<file path="src/rtl/nibble_serial_sub_ctrl.sv">
// Nibble-serial WIDTH-bit subtractor: one 4-bit subtractor is reused once per clock,
// LSB nibble first, and the borrow is carried between nibbles in a register.

module parallel_subtractor_4bit (
  input  logic [3:0] x,
  input  logic [3:0] y,
  input  logic       bi,
  output logic [3:0] diff,
  output logic       bo
);
  logic [4:0] full;

  // Bit 4 of the 5-bit difference is set exactly when x < y + bi.
  assign full = {1'b0, x} - {1'b0, y} - {4'b0000, bi};
  assign diff = full[3:0];
  assign bo   = full[4];
endmodule

module nibble_serial_sub_ctrl #(
  parameter int WIDTH = 16
) (
  input  logic             clk,
  input  logic             rst,
  input  logic             start_valid,
  output logic             start_ready,
  input  logic [WIDTH-1:0] a,
  input  logic [WIDTH-1:0] b,
  input  logic             bin,
  output logic             res_valid,
  input  logic             res_ready,
  output logic [WIDTH-1:0] d,
  output logic             bout,
  output logic             zero,
  output logic             busy
);
  localparam int NIB = WIDTH / 4;
  localparam int CW  = (NIB > 1) ? $clog2(NIB) : 1;
  localparam logic [CW-1:0] LAST = CW'(NIB - 1);

  typedef enum logic [1:0] {
    IDLE = 2'b00,
    RUN  = 2'b01,
    DONE = 2'b10
  } state_t;

  state_t           state;
  state_t           state_next;
  logic [CW-1:0]    count;
  logic [WIDTH-1:0] a_reg;
  logic [WIDTH-1:0] b_reg;
  logic [WIDTH-1:0] d_reg;
  logic             borrow_reg;
  logic [3:0]       nib_a;
  logic [3:0]       nib_b;
  logic [3:0]       nib_d;
  logic             nib_bo;

  parallel_subtractor_4bit u_sub (
    .x    (nib_a),
    .y    (nib_b),
    .bi   (borrow_reg),
    .diff (nib_d),
    .bo   (nib_bo)
  );

  // State register.
  always_ff @(posedge clk) begin
    if (rst) begin
      state <= IDLE;
    end else begin
      state <= state_next;
    end
  end

  // Next-state logic.
  always_comb begin
    state_next = state;
    case (state)
      IDLE: begin
        if (start_valid) state_next = RUN;
        else             state_next = IDLE;
      end
      RUN: begin
        if (count == LAST) state_next = DONE;
        else               state_next = RUN;
      end
      DONE: begin
        if (res_ready) state_next = IDLE;
        else           state_next = DONE;
      end
      default: state_next = IDLE;
    endcase
  end

  // Select the operand nibbles addressed by the current count.
  always_comb begin
    nib_a = 4'h0;
    nib_b = 4'h0;
    for (int i = 0; i < NIB; i++) begin
      nib_a = (count == CW'(i)) ? a_reg[4*i +: 4] : nib_a;
      nib_b = (count == CW'(i)) ? b_reg[4*i +: 4] : nib_b;
    end
  end

  // Operand capture, per-nibble result write-back and borrow chaining.
  always_ff @(posedge clk) begin
    if (rst) begin
      count      <= '0;
      a_reg      <= '0;
      b_reg      <= '0;
      d_reg      <= '0;
      borrow_reg <= 1'b0;
    end else begin
      case (state)
        IDLE: begin
          if (start_valid) begin
            a_reg      <= a;
            b_reg      <= b;
            borrow_reg <= bin;
            count      <= '0;
          end
        end
        RUN: begin
          for (int i = 0; i < NIB; i++) begin
            d_reg[4*i +: 4] <= (count == CW'(i)) ? nib_d : d_reg[4*i +: 4];
          end
          borrow_reg <= nib_bo;
          // Count saturates at the last nibble so it never addresses stale data.
          if (count != LAST) count <= count + CW'(1);
        end
        default: begin
        end
      endcase
    end
  end

  assign start_ready = (state == IDLE);
  assign res_valid   = (state == DONE);
  assign busy        = (state != IDLE);
  assign d           = d_reg;
  assign bout        = borrow_reg;
  assign zero        = (state == DONE) && (d_reg == '0);
endmodule
</file>
<file path="config.mk">
export PLATFORM = sky130hd
export DESIGN_NAME = nibble_serial_sub_ctrl
export DESIGN_NICKNAME = d
export VERILOG_FILES = /design/src/rtl/nibble_serial_sub_ctrl.sv
export SDC_FILE = /design/constraint.sdc
export NUM_CORES = 1
export LEC_CHECK = 0
export CAP_MARGIN = 20
export CORE_MARGIN = 5
export CORE_UTILIZATION = 50
export CTS_CLUSTER_DIAMETER = 50
export DETAILED_ROUTE_END_ITERATION = 6
export PLACE_DENSITY = 0.8
export SKIP_LAST_GASP = 1
export SLEW_MARGIN = 20
export SYNTH_ARGS = -nofsm -noshare
export SYNTH_HDL_FRONTEND = slang
export SYNTH_HIERARCHICAL = 1
export SYNTH_SLANG_ARGS = --single-unit
</file>
<file path="constraint.sdc">
create_clock -name clk -period 3.8 [get_ports clk]
set_input_delay 0.76 -clock clk [delete_from_list [all_inputs] [get_ports clk]]
set_output_delay 0.76 -clock clk [all_outputs]
set_load 0.02 [all_outputs]
</file>
Yosys cells after proc, flatten, opt, wreduce, memory -nomap -nowiden:

Index checks and enable logic that the tools add are counted.

* logic and storage cells: 50
* bits of input ports: 37
* output and inout port bits: 21
* register bits: 53

* reductions and logical operators: 13
* equal/unequal tests: 8
* multiplexer cells: 17
* add/subtract/negate cells: 3

Operator list (count)
* 4-bit two-way mux: 8
* 16-bit logical NOT: 1
* 2-bit AND reduction: 6
* 2-bit two-way mux: 4
* 2-bit equality test (second input constant): 3
* 2-bit inequality test (second input constant): 3
* 2-bit case mux with 3 select lines: 1
* 4-bit by 4-bit subtractor with 5-bit output: 1
* 5-bit by 1-bit subtractor with 5-bit output: 1
* 2-bit by 1-bit equality test with 1-bit output (second input constant): 2
* 2-bit logical NOT: 2
* 2-bit case mux with 2 select lines: 1
* 2-bit nonzero test: 2
* 3-bit AND reduction: 1
* 2-bit by 1-bit adder with 2-bit output (second input constant): 1
* 1-bit two-way mux: 2
* 1-bit case mux with 2 select lines: 1
* 1-bit logical AND: 1

Depth between registers and ports, before layout:

Gate-level depths: netlist of run 1.

* depth after elaboration: 8
* mapped depth: 15
* gate-level depth less buffers: 14

Hierarchy:

Netlist of run 1, hierarchy kept.

By module, submodules not included
* nibble_serial_sub_ctrl: sequential area each 1061.0 µm², instances 1, cells an instance 287, area an instance 2311.0 µm²
* parallel_subtractor_4bit: sequential area each 0.0 µm², instances 1, cells an instance 24, area an instance 207.7 µm²

Worst setup path after synthesis of run 1:

No wires, ideal clock.

* path kind: register to register
* start: reg count[1]
* end: reg borrow_reg (netlist: bout)
* setup time: 0.103 ns
* path buffers: 2
* cell stages (with the launch flop): 14
* data required time: 3.697 ns
* slack: 0.826 ns
* period minus slack after synthesis: 2.974 ns
* arrival: 2.871 ns
* cell sequence: dfxtp_1 inv_1 ha_1 clkbuf_1 clkbuf_1 o21ai_0 a22o_1 fa_1 fa_1 nand2b_1 a21oi_2 xor2_1 inv_1 a2111oi_2

* longest elaborated chain between the ends: 8
* elaborated cells between the ends (all ways): 15
* those cells by class: 2 x add/sub; 3 x eq/ne; 9 x mux; 1 x reduce/logical

RTL lines
* from (decl): RTL line 48 `logic [CW-1:0] count;`
* from (signal assigned): RTL line 129 `if (count != LAST) count <= count + CW'(1);`
* 2-bit logical NOT: RTL line 100 `nib_a = (count == CW'(i)) ? a_reg[4*i +: 4] : nib_a;`
* 4-bit two-way mux (3 in a row): RTL line 100
* 4-bit two-way mux (*): RTL line 100
* named net nib_a[0]: RTL line 53 `logic [3:0] nib_a;`
* 4-bit by 4-bit subtractor with 5-bit output (*): RTL line 14 `assign full = {1'b0, x} - {1'b0, y} - {4'b0000, bi};`
* 5-bit by 1-bit subtractor with 5-bit output (*): RTL line 14
* named net nib_bo: RTL line 56 `logic nib_bo;`
* 1-bit case mux with 2 select lines (*): RTL line 114 `case (state)`
* to (signal assigned): RTL line 119 `borrow_reg <= bin;`
* to (signal assigned): RTL line 127 `borrow_reg <= nib_bo;`
* to (decl): RTL line 52 `logic borrow_reg;`

Mark *: on every way through the listed nets, which the timed path passes. The rest lies on a longest branch.
A chain may end at the register's enable or synchronous reset.

Worst setup path in the final report of run 1:

* start: reg count[0]
* end: reg borrow_reg (netlist: bout)

Same word-level chain as after synthesis.

==> reports/metrics.yaml, run 1 <==
timing:
  max_freq_ghz: 0.3189
  hold_viol: 0
  fin_setup_tns_ns: 0
  period_share_pct: 82.52
  finalSetupViolations: 0
  rsz0062_at_grt: "no"
  whs_ns: 0.4582
  skew_ns: 0.006818
  fin_crit_ns: 3.136
  worstMarginPinSlew_ns: 0.9518
  maxSlewHeadroom_pct: 36.54
  slew_violations: 0
run_status:
  status: "finished, final reports clean"
cts:
  postCtsHoldBufs: 0
  cts_sinks: 53
  post_cts_buffers: 0
  post_cts_resized: 0
  worstSkewPairLatency_ns: 0.31
  cts_tree: "built"
  numCtsBuffers: 5
  clk_pin_slew_worst_paths_ns: 0.09
  root_buffer: "clkbuf_8"
  ctsLongestPathBuffers: 2
  htree_levels: 2
synthesis:
  synth_xor_area_share_pct: 1.391
  ys.warnings.count: 6
  synthTopCellsByArea: "dfxtp_1 42%, nand2_1 11%, a21oi_1 9.7%"
  synthArstFlopShare_pct: 0
  synth_fp_nets: 360
  synth_top_cell_by_area: "dfxtp_1"
  synth_top_area_share_pct: 42.13
  synth_mux_area_share_pct: 6.359
  syn_inst: 311
  synth_common_cells: "74 x nand2_1, 53 x dfxtp_1, 49 x a21oi_1"
  synth_edf_count: 0
  synth_simple_gate_area_share_pct: 19.52
  synthAdderAreaFrac_pct: 6.557
  synth_cell_types: 29
  synth-seq-cells: 53
  synth_most_common_cell: "nand2_1"
  netlist_area_um2: 2519
  synth_compound_area_share_pct: 16.24
  syn_avg_cell_area_um2: 8.099
  ys.flop_type: "dfxtp_1"
  ys_seq_area_share_pct: 42.13
  synth_top_family_by_area: "simple AND/OR/NAND/NOR gates"
setup_path:
  crit_slowest_cell: "fa_1"
  setup.worst_path.start_class: "flip-flop"
  crit_path_max_fanout: 17
  required_ns: 4.00
  path_class: "reg -> reg"
  arrival_ns: 3.34
  max_stage_delay_ns: 0.45
  cp_cell_sequence: "inv_1 -> ha_1 -> a21oi_1 -> o21ai_0 -> a22o_1 -> fa_1 -> fa_1 -> nand2b_1 -> a21oi_2 -> xor2_1 -> inv_1 -> a2111oi_2"
  cp-end-kind: "flip-flop"
layout:
  layout-drive-gt1-share_pct: 4.494
  area_growth_pct: 25.63
  antennaDiodeCount: 0
  nFillCells: 452
  final_nets: 404
  fin_area_um2: 3164
route:
  drt-total-wl_um: 5568
  avgViaCountPerCell: 5.106
  drt_pass1_iterations: 5
  ant_nets: 0
  vias: 2160
  drcViolationCount: 0
  drt-initial-drc-count: 118
  wl_per_cell_um: 13.16
floorplan:
  die-area_um2: 6557
  die_h_um: 80.98
  pin_count: 58
  start_util_pct: 52.29
  fp.dieW_um: 80.98
  fp.coreArea_um2: 4817
  row_count: 25
hold_path:
  min_path_type: "reg -> reg"
global_routing:
  track_usage_pct: 18.20
  antenna_found_initial: 0
  grt_pass1_vias: 2061
  grt_max_degree: 56
  grt_overflow: 0
  grt_pass1_wl_um: 9280
run:
  maxCapViolations: 0
pwr:
  leakage_nw: 1.303
  power.density_nw_per_um2: 394.2
  vdd_ir_drop_max_mv: 0.2257
placed_design:
  gp_congestion: 0.8137
  post_dp_cell_area_um2: 3068
  dp_hpwl_um: 4131
  port_buffers: 57
cells in the final DEF, fill, tap and decap left out, drive strengths merged, types with 4 or more instances in the layout:
cell type / synthesis / final
dfxtp: 53 / 53
a22o: 8 / 8
a21oi: 51 / 51
nor2: 19 / 19
mux2i: 16 / 16
nand2: 74 / 74
o21ai: 9 / 9
nand3b: 5 / 5
xor2: 4 / 4
clkbuf: 10 / 6
ha: 10 / 10
nor4: 4 / 4
clkdlybuf4s50: 0 / 56
inv: 20 / 20
per-layer routing:
metal  global-route usage, %  part of all wire (%)
met1                   22.30                    46
met2                   30.71                    47
met3                   4.545                   5.1
met4                   6.926                   1.5
met5                       0                     0
through the flow:
step	worst slack [ns]	cells	utilization, %	power (mW)
CTS	0.6530	423	65.69	1.255
finish	0.6641	423	65.69	1.247
global route	0.3892	423	65.69	1.316
global placement	0.8129	415	63.69	0.9163
floorplan	0.8259	311	-	0.8250
detailed placement	0.6926	415	63.69	0.9270
kinds of logic (layout without fill, tap and decap cells):
kind of cell / Yosys count / after routing
fa+ha+maj: 12 / 12
xor+xnor: 4 / 4
flops: 53 / 53
mux: 16 / 16
compound gates: 71 / 71
simple gates: 113 / 113
buf+inv: 42 / 87
path summary, 6_finish.rpt:
| check | start | endpoint | slack, ns | cells past startpoint |
|---|---|---|---|---|
| worst max-delay path | count[0] | bout | 0.66 | 12 |
| worst min-delay path | b_reg[11] | b_reg[11] | 0.46 | 2 |
| worst min register to register | b_reg[11] | b_reg[11] | 0.46 | 2 |
| worst max register to register | count[0] | bout | 0.66 | 12 |
worst max-delay path: cells and delay by family (launching register included):
| kind | cells | cell delay, ns |
|---|---|---|
| adders and majority gates | 3 | 1.26 |
| and+or+nand+nor | 1 | 0.17 |
| buffers and inverters | 2 | 0.15 |
| DFF | 1 | 0.38 |
| xor gates and xnor gates | 1 | 0.15 |
| AOI/OAI and AO/OA | 5 | 0.94 |
final cells by class:
type                       instances  area [um^2]  area share, %
clock buffer                       6        82.58          2.610
clock inverter                     2        13.76         0.4350
inverter                          20        75.07          2.372
multi-input combinational        216         1267          40.06
sequential                        53         1061          33.53
tap                               67        83.83          2.649
timing repair buffer              59        580.6          18.35
where the power goes:
part | switching [mW] | internal (mW) | total, mW | leakage [nW]
Sequential | 0.0238 | 0.588 | 0.612 | 0.433
Combinational | 0.162 | 0.141 | 0.303 | 0.819
Clock | 0.185 | 0.148 | 0.333 | 0.0512
Total | 0.370 | 0.877 | 1.25 | 1.30
(Power assumes the default switching activity.)
==> run 2: changes to the inputs <==
--- a/config.mk
+++ b/config.mk
@@ -7,10 +7,10 @@
 export LEC_CHECK = 0
 export CAP_MARGIN = 20
 export CORE_MARGIN = 5
-export CORE_UTILIZATION = 50
+export CORE_UTILIZATION = 45
 export CTS_CLUSTER_DIAMETER = 50
 export DETAILED_ROUTE_END_ITERATION = 6
-export PLACE_DENSITY = 0.8
+export PLACE_DENSITY = 0.76
 export SKIP_LAST_GASP = 1
 export SLEW_MARGIN = 20
 export SYNTH_ARGS = -nofsm -noshare
==> constraint.sdc (replaced) <==
create_clock -name clk -period 2.7 [get_ports clk]
set_input_delay 0.54 -clock clk [delete_from_list [all_inputs] [get_ports clk]]
set_output_delay 0.54 -clock clk [all_outputs]
set_load 0.02 [all_outputs]
==> run 2 against run 1 <==
Effect of this change:
- the run now ends with negative setup slack left
- first-iteration DRC count down 30%
- clock power up 66%
- sequential share of layout area down 2.1 points
- die area up 9.7%
- clock-buffer cell count unchanged
- cell area up 7.3%
- core utilization down 3.7 points
- cell count up 4.3%
==> reports/metrics.yaml, run 2 (synthesis results as in run 1) <==
run_status:
  status: "finished with violations"
  violations: "negative setup slack"
layout:
  layout-drive-gt1-share_pct: 11.65  # +7.2 points
  fin_area_um2: 3395  # +7.3%
  final_nets: 417  # +3.2%
  layout_commonest_cell: "nand2_1"
  antennaDiodeCount: 0  # unchanged
  final_cell_mix: "74 x nand2_1, 56 x clkdlybuf4s50_1, 51 x dfxtp_1"
  area_growth_pct: 34.77
route:
  avgViaCountPerCell: 4.982  # -2.4%
  drcViolationCount: 0  # unchanged
  drt_pass1_iterations: 4  # -1
  drt-total-wl_um: 5771  # +3.6%
  wl_per_cell_um: 13.09  # -0.58%
  vias: 2197  # +1.7%
  drt-initial-drc-count: 83  # -30%
  ant_nets: 0  # unchanged
timing:
  worstMarginPinSlew_ns: 0.6629  # -0.2889 ns
  period_share_pct: 101.1  # +19 points
  fin_crit_ns: 2.730  # -0.4059 ns
  max_freq_ghz: 0.3663  # +15%
  finalSetupViolations: 1  # +1
  skew_ns: 0.009330  # +0.002512 ns
  slew_violations: 0  # unchanged
  hold_viol: 0  # unchanged
  maxSlewHeadroom_pct: 55.80  # +19 points
  setup_ws_ns: -0.03002  # -0.6941 ns
  rsz0062_at_grt: "yes"
cts:
  htree_levels: 2  # unchanged
  worstSkewPairLatency_ns: 0.30  # about the same
  root_buffer: "clkbuf_8"
  numCtsBuffers: 5  # unchanged
  ctsLongestPathBuffers: 2  # unchanged
  clk_pin_slew_worst_paths_ns: 0.09  # about the same
  cts_tree: "built"
  cts_sinks: 53  # unchanged
  postCtsHoldBufs: 0  # unchanged
setup_path:
  path_class: "reg -> reg"
  regToRegSetupSlack_ns: -0.03  # -0.69 ns
  required_ns: 2.91  # -1.09 ns
  startpoint: "count[1]"
  reg2reg_from: "count[1]"
  arrival_ns: 2.94  # -0.40 ns
  crit_path_max_fanout: 7  # -10
  cp-end-kind: "flip-flop"
  setup.worst_path.start_class: "flip-flop"
global_routing:
  grt_overflow: 0  # unchanged
  grt_pass1_vias: 2156  # +4.6%
  grt_max_degree: 37  # -34%
  antenna_found_initial: 0  # unchanged
  grt_pass1_wl_um: 9591  # +3.4%
  track_usage_pct: 16.30  # -1.9 points
pwr:
  power.density_nw_per_um2: 564.5  # +43%
  leakage_nw: 1.392  # +6.8%
  p_sw_mw: 0.5406  # +46%
  seq_power_share_pct: 44.9  # -4.2 points
  combinationalPowerShare_pct: 26.2  # +1.9 points
  swShare_pct: 28.21  # -1.5 points
  vdd_ir_drop_max_mv: 0.3629  # +61%
  internal_power_mw: 1.376  # +57%
  clockPowerShare_pct: 28.9  # +2.2 points
floorplan:
  die-area_um2: 7194  # +9.7%
  fp.coreArea_um2: 5473  # +14%
  start_util_pct: 46.02  # -6.3 points
  fp.dieW_um: 84.82  # +4.7%
  pin_count: 58  # unchanged
  row_count: 27  # +8.0%
  die_h_um: 84.82  # +4.7%
placed_design:
  port_buffers: 57  # unchanged
  dp_slack_ns: -0.05387  # -0.7464 ns
  gp_congestion: 0.7871  # -3.3%
  post_dp_cell_area_um2: 3188  # +3.9%
  dp_hpwl_um: 4346  # +5.2%
run:
  maxCapViolations: 0  # unchanged
hold_path:
  min_path_type: "reg -> reg"
  hp-start: "b_reg[15]"
run 2: cell count changes in the layout (fill, tap and decap cells not counted), moves of 3 or more:
cell     delta
o21ai_1     +3
buf_4      +12
o21ai_0     -3
ha_1        -4
run 2: final cells by class:
| cell class | count | area (um^2) |
|---|---|---|
| fill | 527 | 2078 |
| multi-input combinational | 216 | 1345 |
| inverter | 20 | 80.08 |
| clock inverter | 2 | 37.54 |
| clock buffer | 6 | 82.58 |
| tap | 72 | 90.09 |
| timing repair buffer | 72 | 690.7 |
| sequential | 53 | 1069 |
run 2: power groups by stage:
stage	registers, mW	clock network, mW	logic, mW
finish	0.860	0.554	0.502
global route	0.866	0.599	0.558
CTS	0.859	0.569	0.476
detailed placement	0.877	0	0.466
global placement	0.875	0	0.455
floorplan	0.885	0	0.296
run 2: final timing paths:
kind	end	cells past startpoint
max reg2reg	bout	13
min reg2reg	b_reg[15]	2
min	b_reg[15]	2
max	bout	13
run 2: critical path: stages (launching register included):
cell       delay [ns]
dfxtp_4          0.39
inv_4            0.05
ha_4             0.17
buf_4            0.15
o21ai_1          0.13
a22o_1           0.13
inv_1            0.05
fa_2             0.36
fa_2             0.35
nand2b_4         0.15
a21oi_4          0.15
xor2_1           0.17
inv_1            0.09
a2111oi_4        0.29
run 2: what timing repair did:
action                                  CTS  global route
setup buffers                             1             1
endpoints found under the setup margin    1             6
pin swaps                                 3             1
resized for setup                         5            11
run 2: metrics by stage:
stage	power [mW]	setup TNS, ns	hold WS (ns)	util (%)	instances
2_1_floorplan	1.181	0	0.4363	-	311
3_3_place_gp	1.331	0	0.4430	58.25	431
3_5_place_dp	1.343	-0.05387	0.4487	58.25	431
4_1_cts	1.904	-0.001773	0.4622	60.95	440
5_1_grt	2.023	-0.3626	0.4826	62.03	441
6_report	1.916	-0.03002	0.4607	62.03	441
run 2: layer usage:
| metal | part of all wire, % | routed length [um] | up-vias | global-route usage, % |
|---|---|---|---|---|
| li1 | - | - | 1137 | - |
| met1 | 45 | 2575 | 1002 | 19.10 |
| met2 | 49 | 2811 | 48 | 28.61 |
| met3 | 5.0 | 289 | 10 | 4.078 |
| met4 | 1.6 | 95 | 0 | 6.187 |
| met5 | 0 | 0 | - | 0 |
